[config.mk]
export PLATFORM = sky130hd
export DESIGN_NAME = mem_arbiter
export DESIGN_NICKNAME = d
export VERILOG_FILES = /design/src/rtl/cpu_types_pkg.sv /design/src/rtl/arb_starve_ctr.sv /design/src/rtl/mem_arbiter.sv
export SDC_FILE = /design/constraint.sdc
export NUM_CORES = 1
export LEC_CHECK = 0
export ABC_AREA = 1
export CAP_MARGIN = 20
export CORE_AREA = 2 2 105 107
export DETAILED_ROUTE_END_ITERATION = 16
export DIE_AREA = 0 0 107 109
export SETUP_SLACK_MARGIN = 0.05
export SYNTH_ARGS = -nofsm -noshare
export SYNTH_HDL_FRONTEND = slang
export SYNTH_SLANG_ARGS = --single-unit
[constraint.sdc]
create_clock -name CLK -period 4.1 [get_ports CLK]
set_clock_uncertainty 0.05 [all_clocks]
set_input_delay 0.615 -clock CLK [delete_from_list [all_inputs] [get_ports CLK]]
set_output_delay 0.615 -clock CLK [all_outputs]
set_load 0.1 [all_outputs]
[src/rtl/cpu_types_pkg.sv]
// Shared CPU types: word, RAM handshake state, memory arbiter grant state.
// Imported by the memory arbiter and its starvation counter.
package cpu_types_pkg;

  typedef logic [31:0] word_t;

  typedef enum logic [1:0] {
    FREE   = 2'd0,
    BUSY   = 2'd1,
    ACCESS = 2'd2,
    ERROR  = 2'd3
  } ramstate_t;

  typedef enum logic [1:0] {
    IDLE = 2'd0,
    IGNT = 2'd1,
    DGNT = 2'd2
  } arb_state_t;

endpackage

[src/rtl/arb_starve_ctr.sv]
// Counts data grants taken while a fetch waits; raises force_i at the limit.
// Ports: clk, rst, idle, ireq, dgo, igo in; force_i, count out.
module arb_starve_ctr
  import cpu_types_pkg::*;
#(
  parameter int STARVE_LIMIT = 4,
  localparam int CW = $clog2(STARVE_LIMIT + 1)
) (
  input  logic          clk,
  input  logic          rst,
  input  logic          idle,
  input  logic          ireq,
  input  logic          dgo,
  input  logic          igo,
  output logic          force_i,
  output logic [CW-1:0] count
);

  assign force_i = (count == CW'(STARVE_LIMIT));

  // Only IDLE decisions move the counter; it saturates at the limit.
  always_ff @(posedge clk or posedge rst) begin
    if (rst) begin
      count <= '0;
    end else if (idle) begin
      if (!ireq || igo) begin
        count <= '0;
      end else if (dgo && !force_i) begin
        count <= count + 1'b1;
      end
    end
  end

endmodule

[src/rtl/mem_arbiter.sv]
// Shares one RAM port between instruction fetch and data access, data first.
// Ports: CLK, RST, i*/d* requester sides, ram* RAM side.
// Optional fetch starvation guard: define MEM_ARB_STARVE_GUARD_EN.
module mem_arbiter
  import cpu_types_pkg::*;
#(
  parameter int ADDR_W       = 32,
  parameter int DATA_W       = 32,
  parameter int STARVE_LIMIT = 4
) (
  input  logic              CLK,
  input  logic              RST,
  input  logic              iREN,
  input  logic [ADDR_W-1:0] iaddr,
  output logic              iwait,
  output logic [DATA_W-1:0] iload,
  input  logic              dREN,
  input  logic              dWEN,
  input  logic [ADDR_W-1:0] daddr,
  input  logic [DATA_W-1:0] dstore,
  output logic              dwait,
  output logic [DATA_W-1:0] dload,
  output logic              ramREN,
  output logic              ramWEN,
  output logic [ADDR_W-1:0] ramaddr,
  output logic [DATA_W-1:0] ramstore,
  input  logic [DATA_W-1:0] ramload,
  input  ramstate_t         ramstate
);

  arb_state_t state, nxt;
  logic dreq, dgo, igo, force_i;

  assign dreq  = dREN | dWEN;
  assign iload = ramload;
  assign dload = ramload;

`ifdef MEM_ARB_STARVE_GUARD_EN
  localparam int CW = $clog2(STARVE_LIMIT + 1);
  logic [CW-1:0] starve_cnt_unused;

  arb_starve_ctr #(
    .STARVE_LIMIT(STARVE_LIMIT)
  ) u_starve (
    .clk    (CLK),
    .rst    (RST),
    .idle   (state == IDLE),
    .ireq   (iREN),
    .dgo    (dgo),
    .igo    (igo),
    .force_i(force_i),
    .count  (starve_cnt_unused)
  );
`else
  logic unused_cfg;
  assign force_i    = 1'b0;
  assign unused_cfg = dgo ^ igo ^ (STARVE_LIMIT > 0);
`endif

  always_ff @(posedge CLK or posedge RST) begin
    if (RST) state <= IDLE;
    else     state <= nxt;
  end

  // Strobes follow the live request so a dropped request
  // releases the RAM in the same cycle.
  always_comb begin
    nxt      = state;
    ramREN   = 1'b0;
    ramWEN   = 1'b0;
    ramaddr  = '0;
    ramstore = '0;
    iwait    = iREN;
    dwait    = dreq;
    dgo      = 1'b0;
    igo      = 1'b0;
    unique case (state)
      IDLE: begin
        if (dreq && !(force_i && iREN)) begin
          nxt = DGNT;
          dgo = 1'b1;
        end else if (iREN) begin
          nxt = IGNT;
          igo = 1'b1;
        end
      end
      IGNT: begin
        ramREN  = iREN;
        ramaddr = iaddr;
        if (!iREN) begin
          nxt = IDLE;
        end else if (ramstate == ACCESS) begin
          iwait = 1'b0;
          nxt   = IDLE;
        end else if (ramstate == ERROR) begin
          nxt = IDLE;
        end
      end
      DGNT: begin
        ramWEN   = dWEN;
        ramREN   = dREN & ~dWEN;
        ramaddr  = daddr;
        ramstore = dstore;
        if (!dreq) begin
          nxt = IDLE;
        end else if (ramstate == ACCESS) begin
          dwait = 1'b0;
          nxt   = IDLE;
        end else if (ramstate == ERROR) begin
          nxt = IDLE;
        end
      end
      default: nxt = IDLE;
    endcase
  end

endmodule

==> results.yml <==
run_status:
  status: "complete, no violations"
final_layout:
  final_common_cell: "nand2_1"
  stdcell_count: 521
  layout.nets: 522
  drive_above_1_share_pct: 19.7
  antenna_cells: 0
  top_register: "state"
  top_regs: "state x2"
  largest_reg_flops: 2
  area_delta_synth_final_pct: 82.8
  mostFrequentLayoutCells: "nand2_1 (114), clkdlybuf4s50_1 (102), buf_4 (70)"
clock_tree:
  cts_resized: 0
  h-tree-depth: 1
  clk_path_buf_depth: 2
  cts_setup_buffers: 0
  cts_hold_buffers: 0
  cts-root-buf: "clkbuf_8"
  clk_pin_slew_ns: 0.03
  cts_tree: "yes"
  clk_latency_ns: 0.21
  cts_buffers: 3
  cts.sinks: 2
timing:
  setup_viol: 0
  fin_crit_sh_pct: 74.7
  rsz0062_at_grt: "no"
  hold_violations: 0
  fin_crit_ns: 3.06
  hold_ws_ns: 0.491
  relSlewSlack_pct: 48.3
  worstMarginPinSlew_ns: 0.775
  finalSetupTns_ns: 0
  slew_violations: 0
  max_freq_ghz: 0.326
global_route:
  antenna_found_initial: 0
  grt_pass1_vias: 1669
  grt_max_degree: 46
  grtUsageTotal_pct: 8.20
  grt_pass1_wl_um: 7820
  grt_remaining_overflow: 0
worst_setup_path:
  critPathSlowestCell: "ha_2"
  cp_common_cell: "buf_4"
  path_buf_inv: 3
  crit_chain: "inv_1 -> ha_2 -> buf_4 -> nand2_1 -> a21oi_1 -> buf_4"
  crit_path_max_fanout: 45
  cpPeakStageDelay_ns: 0.69
  start_kind: "register"
  critical_path_class: "reg2out"
  cp_top_family: "buffers and inverters"
  crit_required_ns: 3.43
  cp-end-kind: "primary output"
  cp.arrival_ns: 2.40
route:
  ant_nets: 0
  vias_per_cell: 3.57
  drt_iter0_drc: 66
  wire_per_inst_um: 10.6
  vias: 1862
  drc: 0
  routed_wl_um: 5520
  drt_pass1_iterations: 5
pwr:
  total_power_mw: 2.60
  power.density_mw_per_mm2: 966
  p_leak_nw: 1.42
  ir_worst_vdd_uv: 334
placed_design:
  numPortBuffers: 170
  place_hpwl_um: 4540
  dp_cells: 517
  gp_congestion: 0.714
floorplan:
  design.core.area_mm2: 0.0106
  dieArea_mm2: 0.0117
  rows: 38
  start_util_pct: 13.9
  top_level_ports: 267
  die_w_um: 107
  die_height_um: 109
worst_hold_path:
  worstHoldPathType: "reg2reg"
synth:
  synthesis.nets: 422
  yosysUniqueCellTypes: 12
  synth-seq-cells: 2
  avgSynthCellArea_um2: 5.19
  ys_seq_area_share_pct: 3.40
  yosysTopAreaCell: "buf_4"
  ys_warn_count: 0
  synthCells: 283
  syn_area_mm2: 0.00147
  synth_area_leaders: "buf_4 (36%), nand2_1 (29%), a21oi_1 (11%)"
  synth_top_area_share_pct: 35.7
job:
  cap_violations: 0
## path summary, 6_finish.rpt
check | slack (ns) | start | cells after the start | to
worst max-delay path | 1.04 | state[0] | 6 | ramaddr[17]
worst min-delay path | 0.49 | state[1] | 2 | state[1]
worst max register to register | 1.92 | state[0] | 9 | state[0]
worst min register to register | 0.49 | state[1] | 2 | state[1]
max in group asynchronous | 3.39 | RST | 2 | state[0]
min in group asynchronous | 0.50 | RST | 2 | state[1]
## report_power, final
part	internal, mW	leakage (nW)	switching, mW
Clock	0.0621	0.0216	0.0160
Combinational	0.504	1.37	1.98
Sequential	0.0278	0.0255	0.00844
Total	0.594	1.42	2.00
## per-stage QoR
step	setup WS [ns]	util (%)	area, µm²
2_1_floorplan	0.960	-	1470
3_3_place_gp	1.30	24.7	2620
6_report	1.04	25.3	2690
5_1_grt	0.846	25.3	2690
4_1_cts	0.970	25.1	2660
3_5_place_dp	1.20	24.7	2620
## layer usage
metal | track usage, % | wire, µm | part of all wire (%)
met1 | 8.73 | 2040 | 37
met4 | 2.78 | 95 | 1.7
met5 | 0 | 0 | 0
met2 | 15.0 | 2720 | 49
met3 | 2.93 | 668 | 12
## cell usage after synthesis
cell type    n
a21oi_1     33
o21a_1       1
buf_6        2
buf_4       70
inv_1       44
nand2_1    114
buf_1        2
dfrtp_1      2
buf_2        4
ha_1         4
nand3_1      2
nor2_1       5
## kinds of logic (layout without fill, tap and decap cells)
| logic type | count (synthesis) | count (layout) | synth area share (%) |
|---|---|---|---|
| AOI/OAI and AO/OA | 34 | 34 | 11.7 |
| adders and majority gates | 4 | 4 | 3.40 |
| DFF | 2 | 2 | 3.40 |
| buffers and inverters | 122 | 220 | 50.4 |
| and+or+nand+nor | 121 | 121 | 31.1 |
## worst register-to-register path: cells and delay by family, from the launching register on
family / cells / cell delay, ns
fa+ha+maj: 1 / 0.69
buf+inv: 2 / 0.52
simple gates: 6 / 0.43
flops: 1 / 0.40
## layout make-up
cell class                 instances  area [µm²]
fill                            1203        7920
timing repair buffer             173        1570
sequential                         2        50.0
tap                              140         175
inverter                          44         165
clock buffer                       3        41.3
multi-input combinational        159         682
(Power assumes the default switching activity.)
